`src/rtl/jogo_sequencia_param_if.sv`:
```
// Board-side signal bundle of the memory-sequence game core: player/load inputs,
// result flags, LED vector and debug taps.
interface jogo_sequencia_param_if #(
  parameter int N_CHAVES  = 4,
  parameter int N_JOGADAS = 16
);
  localparam int A = $clog2(N_JOGADAS);

  // No valid/ready pair here: carga is a one-cycle write strobe sampled on the
  // rising edge with no back-pressure; writes outside INICIAL/FIM_* are dropped.
  logic                iniciar;
  logic [N_CHAVES-1:0] chaves;
  logic                carga;
  logic [A-1:0]        end_carga;
  logic [N_CHAVES-1:0] dado_carga;

  logic                acertou;
  logic                errou;
  logic                timeout;
  logic                pronto;
  logic [N_CHAVES-1:0] leds;
  logic [3:0]          db_estado;
  logic [A-1:0]        db_rodada;
  logic [A-1:0]        db_contagem;
  logic [N_CHAVES-1:0] db_jogada;

  modport master (
    output iniciar, chaves, carga, end_carga, dado_carga,
    input  acertou, errou, timeout, pronto, leds,
           db_estado, db_rodada, db_contagem, db_jogada
  );

  modport slave (
    input  iniciar, chaves, carga, end_carga, dado_carga,
    output acertou, errou, timeout, pronto, leds,
           db_estado, db_rodada, db_contagem, db_jogada
  );
endinterface

```
`src/rtl/jogo_sequencia_param.sv`:
```
// Memory-sequence game core: round r asks the player to repeat entries 0..r.
// Define MOSTRA_JOGADA_EN to show mem[rodada] on the LEDs for MOSTRA_CICLOS clocks per round.
module jogo_sequencia_param #(
  parameter int N_CHAVES       = 4,
  parameter int N_JOGADAS      = 16,
  parameter int TIMEOUT_CICLOS = 3000,
  parameter int MOSTRA_CICLOS  = 500
) (
  input logic                   clock,
  input logic                   reset,
  jogo_sequencia_param_if.slave bus
);
  localparam int A  = $clog2(N_JOGADAS);
  localparam int TW = $clog2((TIMEOUT_CICLOS > MOSTRA_CICLOS) ? TIMEOUT_CICLOS : MOSTRA_CICLOS) + 1;
  localparam logic [A-1:0]  ULTIMA = A'(N_JOGADAS - 1);
  localparam logic [A:0]    PROF   = (A+1)'(N_JOGADAS);
  localparam logic [A-1:0]  UM_A   = 1;
  localparam logic [TW-1:0] UM_T   = 1;
  localparam logic [TW-1:0] T_LIM  = TW'(TIMEOUT_CICLOS - 1);
`ifdef MOSTRA_JOGADA_EN
  localparam logic [TW-1:0] M_LIM  = TW'(MOSTRA_CICLOS - 1);
`endif

  typedef enum logic [3:0] {
    INICIAL     = 4'd0,
    PREPARA     = 4'd1,
    NOVA_RODADA = 4'd2,
    ESPERA      = 4'd3,
    REGISTRA    = 4'd4,
    COMPARA     = 4'd5,
    PROXIMA     = 4'd6,
    FIM_ACERTO  = 4'd7,
    FIM_ERRO    = 4'd8,
    FIM_TIMEOUT = 4'd9
  } estado_t;

  estado_t             r_estado, w_prox;
  logic [A-1:0]        r_rodada, r_contagem;
  logic [TW-1:0]       r_timer;
  logic [N_CHAVES-1:0] r_amostra, r_amostra_ant, r_jogada;
  logic [N_CHAVES-1:0] r_mem [N_JOGADAS];

  logic w_jogada, w_igual, w_carga_ok, w_final;
  logic w_clr_rodada, w_inc_rodada, w_clr_cont, w_inc_cont;
  logic w_inc_timer, w_captura, w_limpa_jogada;
`ifdef MOSTRA_JOGADA_EN
  logic w_rearma;
`endif

  assign w_jogada   = (r_amostra != '0) && (r_amostra_ant == '0);
  assign w_igual    = (r_jogada == r_mem[r_contagem]);
  assign w_final    = r_estado inside {FIM_ACERTO, FIM_ERRO, FIM_TIMEOUT};
  assign w_carga_ok = bus.carga && (w_final || (r_estado == INICIAL)) &&
                      ({1'b0, bus.end_carga} < PROF);

  always_ff @(posedge clock or posedge reset) begin
    if (reset) r_estado <= INICIAL;
    else       r_estado <= w_prox;
  end

  always_comb begin
    w_prox         = r_estado;
    w_clr_rodada   = 1'b0;
    w_inc_rodada   = 1'b0;
    w_clr_cont     = 1'b0;
    w_inc_cont     = 1'b0;
    w_inc_timer    = 1'b0;
    w_captura      = 1'b0;
    w_limpa_jogada = 1'b0;
`ifdef MOSTRA_JOGADA_EN
    w_rearma       = 1'b0;
`endif
    case (r_estado)
      INICIAL, FIM_ACERTO, FIM_ERRO, FIM_TIMEOUT: begin
        if (bus.iniciar) begin
          w_prox         = PREPARA;
          w_clr_rodada   = 1'b1;
          w_clr_cont     = 1'b1;
          w_limpa_jogada = 1'b1;
        end
      end
      PREPARA: w_prox = NOVA_RODADA;
      NOVA_RODADA: begin
        w_clr_cont = 1'b1;
`ifdef MOSTRA_JOGADA_EN
        if (r_timer == M_LIM) begin
          w_prox   = ESPERA;
          w_rearma = 1'b1;
        end else begin
          w_inc_timer = 1'b1;
        end
`else
        w_prox = ESPERA;
`endif
      end
      ESPERA: begin
        if (w_jogada)              w_prox = REGISTRA;
        else if (r_timer == T_LIM) w_prox = FIM_TIMEOUT;
        else                       w_inc_timer = 1'b1;
      end
      REGISTRA: begin
        w_captura = 1'b1;
        w_prox    = COMPARA;
      end
      COMPARA: begin
        if (!w_igual)                     w_prox = FIM_ERRO;
        else if (r_contagem != r_rodada)  w_prox = PROXIMA;
        else if (r_rodada == ULTIMA)      w_prox = FIM_ACERTO;
        else begin
          w_inc_rodada = 1'b1;
          w_prox       = NOVA_RODADA;
        end
      end
      PROXIMA: begin
        w_inc_cont = 1'b1;
        w_prox     = ESPERA;
      end
      default: w_prox = INICIAL;
    endcase
  end

  // Timer restarts on every state change; only ESPERA and the show phase count.
  always_ff @(posedge clock or posedge reset) begin
    if (reset) begin
      r_rodada   <= '0;
      r_contagem <= '0;
      r_timer    <= '0;
      r_jogada   <= '0;
    end else begin
      if (w_clr_rodada)      r_rodada <= '0;
      else if (w_inc_rodada) r_rodada <= r_rodada + UM_A;
      if (w_clr_cont)        r_contagem <= '0;
      else if (w_inc_cont)   r_contagem <= r_contagem + UM_A;
      if (w_prox != r_estado) r_timer <= '0;
      else if (w_inc_timer)   r_timer <= r_timer + UM_T;
      // The delayed sample is the exact vector that raised the play pulse.
      if (w_limpa_jogada)    r_jogada <= '0;
      else if (w_captura)    r_jogada <= r_amostra_ant;
    end
  end

  always_ff @(posedge clock or posedge reset) begin
    if (reset) begin
      r_amostra     <= '0;
      r_amostra_ant <= '0;
    end else begin
`ifdef MOSTRA_JOGADA_EN
      if (w_rearma) begin
        r_amostra     <= '0;
        r_amostra_ant <= '0;
      end else
`endif
      begin
        r_amostra     <= bus.chaves;
        r_amostra_ant <= r_amostra;
      end
    end
  end

  // Sequence memory survives reset so a game can be replayed without reloading.
  always_ff @(posedge clock) begin
    if (w_carga_ok) r_mem[bus.end_carga] <= bus.dado_carga;
  end

  always_comb begin
    bus.leds = '0;
    case (r_estado)
      ESPERA, REGISTRA, COMPARA, PROXIMA: bus.leds = r_jogada;
`ifdef MOSTRA_JOGADA_EN
      NOVA_RODADA: bus.leds = r_mem[r_rodada];
`endif
      default: bus.leds = '0;
    endcase
  end

  assign bus.acertou     = (r_estado == FIM_ACERTO);
  assign bus.errou       = (r_estado == FIM_ERRO);
  assign bus.timeout     = (r_estado == FIM_TIMEOUT);
  assign bus.pronto      = w_final;
  assign bus.db_estado   = r_estado;
  assign bus.db_rodada   = r_rodada;
  assign bus.db_contagem = r_contagem;
  assign bus.db_jogada   = r_jogada;
endmodule

```
`src/flat_wrapper.sv`:
```
// flat-port wrapper written by rule: the top's interface ports become plain ports
module jogo_sequencia_param_flat 
#(
  parameter int N_CHAVES       = 4,
  parameter int N_JOGADAS      = 16,
  parameter int TIMEOUT_CICLOS = 3000,
  parameter int MOSTRA_CICLOS  = 500
)
  (clock, reset, bus_iniciar, bus_chaves, bus_carga, bus_end_carga, bus_dado_carga, bus_acertou, bus_errou, bus_timeout, bus_pronto, bus_leds, bus_db_estado, bus_db_rodada, bus_db_contagem, bus_db_jogada);
  jogo_sequencia_param_if #(.N_CHAVES(N_CHAVES), .N_JOGADAS(N_JOGADAS)) bus_i ();
  input logic clock;
  input logic reset;
  input wire logic [$bits(bus_i.iniciar)-1:0] bus_iniciar;
  input wire logic [$bits(bus_i.chaves)-1:0] bus_chaves;
  input wire logic [$bits(bus_i.carga)-1:0] bus_carga;
  input wire logic [$bits(bus_i.end_carga)-1:0] bus_end_carga;
  input wire logic [$bits(bus_i.dado_carga)-1:0] bus_dado_carga;
  output wire logic [$bits(bus_i.acertou)-1:0] bus_acertou;
  output wire logic [$bits(bus_i.errou)-1:0] bus_errou;
  output wire logic [$bits(bus_i.timeout)-1:0] bus_timeout;
  output wire logic [$bits(bus_i.pronto)-1:0] bus_pronto;
  output wire logic [$bits(bus_i.leds)-1:0] bus_leds;
  output wire logic [$bits(bus_i.db_estado)-1:0] bus_db_estado;
  output wire logic [$bits(bus_i.db_rodada)-1:0] bus_db_rodada;
  output wire logic [$bits(bus_i.db_contagem)-1:0] bus_db_contagem;
  output wire logic [$bits(bus_i.db_jogada)-1:0] bus_db_jogada;
  assign bus_i.iniciar = bus_iniciar;
  assign bus_i.chaves = bus_chaves;
  assign bus_i.carga = bus_carga;
  assign bus_i.end_carga = bus_end_carga;
  assign bus_i.dado_carga = bus_dado_carga;
  assign bus_acertou = bus_i.acertou;
  assign bus_errou = bus_i.errou;
  assign bus_timeout = bus_i.timeout;
  assign bus_pronto = bus_i.pronto;
  assign bus_leds = bus_i.leds;
  assign bus_db_estado = bus_i.db_estado;
  assign bus_db_rodada = bus_i.db_rodada;
  assign bus_db_contagem = bus_i.db_contagem;
  assign bus_db_jogada = bus_i.db_jogada;
  jogo_sequencia_param #(.N_CHAVES(N_CHAVES), .N_JOGADAS(N_JOGADAS), .TIMEOUT_CICLOS(TIMEOUT_CICLOS), .MOSTRA_CICLOS(MOSTRA_CICLOS)) u_core (.clock(clock), .reset(reset), .bus(bus_i));
endmodule
```
`config.mk`:
```
export PLATFORM = sky130hd
export DESIGN_NAME = jogo_sequencia_param_flat
export DESIGN_NICKNAME = d
export VERILOG_FILES = /design/src/rtl/jogo_sequencia_param_if.sv /design/src/rtl/jogo_sequencia_param.sv /design/src/flat_wrapper.sv
export SDC_FILE = /design/constraint.sdc
export NUM_CORES = 1
export LEC_CHECK = 0
export BUFFER_PORTS_ARGS = -buffer_cell sky130_fd_sc_hd__buf_4
export CAP_MARGIN = 20
export CORE_MARGIN = 8
export CORE_UTILIZATION = 51
export DETAILED_ROUTE_END_ITERATION = 6
export HOLD_SLACK_MARGIN = 0.03
export PLACE_DENSITY_LB_ADDON = 0.15
export SYNTH_ARGS = -nofsm -noshare
export SYNTH_HDL_FRONTEND = slang
export SYNTH_SLANG_ARGS = --single-unit
```
`constraint.sdc`:
```
create_clock -name clock -period 7.6 [get_ports clock]
set_input_delay 0.76 -clock clock [delete_from_list [all_inputs] [get_ports clock]]
set_output_delay 0.76 -clock clock [all_outputs]
set_load 0.02 [all_outputs]
```
==> After elaboration in Yosys (flattened, before gate mapping) <==
Memories as Yosys holds them, arrays and structs flattened.
Cells that the tools add are included.
{ "classes": {"reduce_logical": 14, "n_addsub": 3, "eq_ne": 14, "n_mux": 30} }
{ "ops": {"columns": ["op", "count"], "rows": [
  ["4-bit 2-to-1 mux", 12],
  ["13-bit 2-to-1 mux", 2],
  ["4-bit case mux with 6 select lines", 1],
  ["4-bit by 3-bit == test with 1-bit output (second input constant)", 4],
  ["13-bit by 1-bit adder with 13-bit output (second input constant)", 1],
  ["13-bit by 12-bit == test with 1-bit output (second input constant)", 1],
  ["1-bit 2-to-1 mux", 13],
  ["4-bit == test (second input constant)", 3],
  ["4-bit by 1-bit adder with 4-bit output (second input constant)", 2],
  ["4-bit by 2-bit == test with 1-bit output (second input constant)", 2],
  ["4-bit zero test", 2],
  ["4-bit != test", 2],
  ["2-bit nonzero test", 4],
  ["4-bit OR reduction", 2],
  ["4-bit by 1-bit == test with 1-bit output (second input constant)", 1],
  ["4-bit == test", 1],
  ["4-bit nonzero test", 1],
  ["3-bit 2-to-1 mux", 1],
  ["3-bit nonzero test", 1],
  ["1-bit logical AND", 2],
  ["1-bit case mux with 2 select lines", 1],
  ["2-bit OR reduction", 1],
  ["1-bit logical OR", 1]
]} }
{ "totals": {"out_inout_bits": 24, "mem_count": 1, "wordCells": 69, "ff_bits": 37, "ram_bits": 64, "in_bits": 16} }
{ "mem_list": {"columns": ["memory", "depth", "word_bits", "rd", "rd_clocked_by_memory_dff", "wr", "line", "text"], "rows": [
  ["u_core.r_mem", 16, 4, 1, 0, 1, "jogo_sequencia_param.sv:41", "logic [N_CHAVES-1:0] r_mem [N_JOGADAS];"]
]} }

==> Longest topological paths before layout <==
{ "depth": {"word_depth": 7, "ltp_mapped": 10, "mapped_depth_nobuf": 8} }

==> Worst setup path before layout <==
OpenSTA, ideal clock, no wires.
{ "synth_path": {"path_kind": "flip-flop to flip-flop", "startpoint": "reg u_core.r_contagem[0], in the netlist u_core.bus.db_contagem[0]", "endpoint": "reg u_core.r_rodada[2], in the netlist u_core.bus.db_rodada[2]", "required_ps": 7522, "setup_ps": 78, "period_less_slack_ps": 3030, "path_slack_ps": 4570, "path_stages_with_launch": 10, "t_arrival_ps": 2952, "path_buffers": 2, "cell_sequence": "dfrtp_1 > buf_6 > mux4_2 > mux2i_1 > nor3_1 > or4_1 > or3_1 > buf_2 > or4_1 > a21oi_1"} }
{ "synth_between": {"elab_chain_cells": 5, "elab_cells_between_ends": 7, "cone_classes": "2 x eq/ne; 3 x mux; 1 x reduce/logical; 1 x memory"} }
{ "synth_rtl": {"columns": ["item", "line", "text"], "rows": [
  ["start: declaration", "jogo_sequencia_param.sv:38", "logic [A-1:0] r_rodada, r_contagem;"],
  ["start signal: assignment", "jogo_sequencia_param.sv:133", "else if (w_inc_cont) r_contagem <= r_contagem + UM_A;"],
  ["memory 16 x 4 bit or 4-bit != test (tied branches)", null, null],
  ["4-bit == test or 1-bit 2-to-1 mux (tied branches)", "jogo_sequencia_param.sv:51, jogo_sequencia_param.sv:107", null],
  ["1-bit 2-to-1 mux *", "jogo_sequencia_param.sv:106", "if (!w_igual) w_prox = FIM_ERRO;"],
  ["1-bit 2-to-1 mux *", "jogo_sequencia_param.sv:73", "case (r_estado)"],
  ["2-bit nonzero test (no line) *", null, null],
  ["end signal: assignment", "jogo_sequencia_param.sv:131", "else if (w_inc_rodada) r_rodada <= r_rodada + UM_A;"],
  ["end: declaration", "jogo_sequencia_param.sv:38", null]
]} }
Every way passes the cells marked *; elsewhere a longest branch is shown, timed or not.
A chain may end at the register's enable or synchronous reset.

==> Worst setup path after layout <==
Same ends and word-level chain as after synthesis.

==> out/metrics.yaml <==
die_h_um: 112
nFillCells: 757
antenna_cells: 0
reg2reg_to: "u_core.bus.db_rodada[2]$_DFFE_PP0P_"
crit_required_ps: 7880
cp_common_cell: "or4_1"
drtPass1Iterations: 4
clockBufferDepth: 2
route.vias.total: 3045
core_mm2: 0.00906
p_leak_nw: 1.92
h-tree-depth: 3
worstSkewPairLatency_ps: 370
hold_buffers: 0
holdPathStages: 0
drv_cap: 0
relSlewSlack_pct: 31.1
syn2layout_area_growth_pct: 12.3
first_iter_violations: 161
numCtsBuffers: 9
synth_cell_types: 45
post-dp-hpwl_um: 6860
fin_ws_ps: 4090
fin_cells: 528
min_period_ps: 3510
cts_tree: "built"
min_to: "u_core.r_amostra_ant[2]$_DFF_PP0_"
row_count: 35
tns_ps: 0
grt_max_degree: 38
drv_slew: 0
min-delay-start: "u_core.r_amostra[2]$_DFF_PP0_"
async_reset_ff_share_pct: 36.6
max_freq_mhz: 285
cts_num_sinks: 101
via_per_inst: 5.77
overflow: 0
synth_area_mm2: 0.00468
grt_pass1_vias: 3101
io_buffers: 39
place.gp.congestion: 0.805
ctsResizeCount: 0
path_buf_inv: 1
multi_input_area_mm2: 0.00172
setup_viol: 0
rr_startpoint: "u_core.bus.db_contagem[0]$_DFFE_PP0P_"
outcome: "finished, final reports clean"
p_per_area_mw_per_mm2: 260
routed_wl_um: 9790
irDropWorstVdd_uv: 86.4
seqCellArea_mm2: 0.00285
synth_ff_type: "edfxtp_1"
cp_max_fo: 23
cts-root-buf: "clkbuf_8"
crit_type: "reg -> reg"
cpMaxStageDelayCell: "mux4_2"
path_cells: "buf_4 > mux4_2 > mux2i_1 > nor3_1 > or4_1 > or3_1 > or4_1 > a21oi_1"
synth_seq_cells: 101
final.period_utilization_pct: 46.2
initial_core_util_pct: 51.6
skew_ps: 19.3
post-place-ws_ps: 4100
yosys_warnings: 0
grt_antenna_before_repair: 0
syn_nets: 396
cts.clk_slew.worst_paths_ps: 100
rsz0062_at_grt: "no"
drive_above_1_share_pct: 16.5
die_x_um: 112
hold_path_class: "reg -> reg"
drc: 0
dieArea_mm2: 0.0125
cts_setup_buffers: 0
wire_per_inst_um: 18.5
grt_first_pass_wirelength_um: 16200
syn_inst: 377
utilization_pct: 58.0
dpl.cell_count: 512
avgSynthCellArea_um2: 12.4
critPathMaxStageDelay_ps: 550
nets: 431
r2r_setup_slack_ps: 4090
antenna_left: 0
ys_seq_area_share_pct: 60.8
r2r_cells: 8
synth_edf_count: 64
worst_pin_slew_ps: 1030
grt_use_total_pct: 16.5
finalHoldViolations: 0
start_kind: "register"
arrival_ps: 3790
io_pins: 40
critPathTopFamily: "simple AND/OR/NAND/NOR gates"
cp_num_cells: 8
critPathCaptureType: "register"
[report_power, final]
part | internal [mW] | switching [mW]
registers | 0.615 | 0.0644
logic | 0.134 | 0.209
clock network | 0.162 | 0.184
total | 0.911 | 0.457
[how the worst max path moves through the flow]
stage / from / to / slack [ps]
after floorplan: u_core.bus.db_contagem[0]$_DFFE_PP0P_ / u_core.bus.db_rodada[2]$_DFFE_PP0P_ / 4570
after global placement: u_core.bus.db_contagem[0]$_DFFE_PP0P_ / u_core.bus.db_rodada[2]$_DFFE_PP0P_ / 4170
after detailed placement: u_core.bus.db_contagem[0]$_DFFE_PP0P_ / u_core.bus.db_rodada[2]$_DFFE_PP0P_ / 4100
after CTS: u_core.bus.db_contagem[0]$_DFFE_PP0P_ / u_core.bus.db_rodada[2]$_DFFE_PP0P_ / 4060
after global routing: u_core.bus.db_contagem[0]$_DFFE_PP0P_ / u_core.bus.db_rodada[2]$_DFFE_PP0P_ / 3880
final: u_core.bus.db_contagem[0]$_DFFE_PP0P_ / u_core.bus.db_rodada[2]$_DFFE_PP0P_ / 4090
[layout make-up]
type,instances,share of cell area [%]
Tap cell,111,2.64
Sequential cell,101,54.2
Inverter,9,0.643
Timing Repair Buffer,42,6.00
Clock buffer,13,3.47
Multi-Input combinational cell,249,32.7
Clock inverter,3,0.428
[layer usage]
metal	vias to the layer above	share of wire, %	global-route usage, %
li1	1460	-	-
met5	-	0	0
met3	5	5.3	3.30
met4	0	0.52	5.93
met1	1502	47	22.7
met2	78	47	25.2
[sequential cells by signal (all words and copies together), names as in the netlist]
register                cells
u_core.bus.db_contagem      4
u_core.r_amostra            4
u_core.r_mem               64
u_core.r_amostra_ant        4
u_core.bus.db_rodada        4
u_core.bus.db_jogada        4
u_core.bus.db_estado        4
u_core.r_timer             13
[logic make-up after synthesis]
| group | count (synthesis) | share of synthesized area [%] |
|---|---|---|
| DFF | 101 | 60.8 |
| and+or+nand+nor | 140 | 14.6 |
| muxes | 36 | 10.7 |
| adders and majority gates | 3 | 0.802 |
| buffers and inverters | 27 | 2.51 |
| AOI/OAI and AO/OA | 49 | 6.63 |
| xor gates and xnor gates | 21 | 3.93 |
[synthesized netlist by cell type, types with 3 or more instances]
master / count / area share, %
o211ai_1: 3 / 0.48
and3_1: 4 / 0.53
or4_1: 4 / 0.64
nand2_1: 24 / 1.9
o32ai_1: 3 / 0.56
nor2b_1: 5 / 0.67
xnor2_1: 9 / 1.7
nor2_1: 49 / 3.9
xor2_1: 12 / 2.2
nand2b_1: 5 / 0.67
a21oi_1: 10 / 1.1
mux2i_1: 24 / 5.1
clkbuf_1: 11 / 0.88
mux4_2: 11 / 5.3
nand3b_1: 4 / 0.64
nand3_1: 8 / 0.86
ha_1: 3 / 0.80
o21ai_0: 11 / 1.2
and2_1: 5 / 0.67
or3_1: 6 / 0.80
nor3_1: 13 / 1.4
inv_1: 9 / 0.72
nand4_1: 6 / 0.80
o21ai_1: 4 / 0.43
a31oi_1: 3 / 0.40
buf_2: 4 / 0.43
dfrtp_1: 37 / 20
o22ai_1: 4 / 0.53
edfxtp_1: 64 / 41
nor3b_1: 3 / 0.48
[metrics by stage]
step	total power, mW	hold WS (ps)	cell area, µm²
final	1.37	376	5260
after global routing	1.44	397	5260
after CTS	1.37	386	5260
after detailed placement	1.03	363	5050
after global placement	1.03	365	5050
after floorplan	0.910	354	4680
[layout by cell type, fill, tap and decap left out, types with 8 or more instances in the layout]
cell,n
dfrtp_1,37
nor3_1,13
mux4_2,11
clkbuf_8,9
mux2i_1,24
edfxtp_1,64
a21oi_1,10
o21ai_0,11
nand3_1,8
inv_1,9
buf_4,42
nor2_1,49
xor2_1,12
xnor2_1,9
nand2_1,24
No activity file was read; power rests on OpenSTA's default activity.
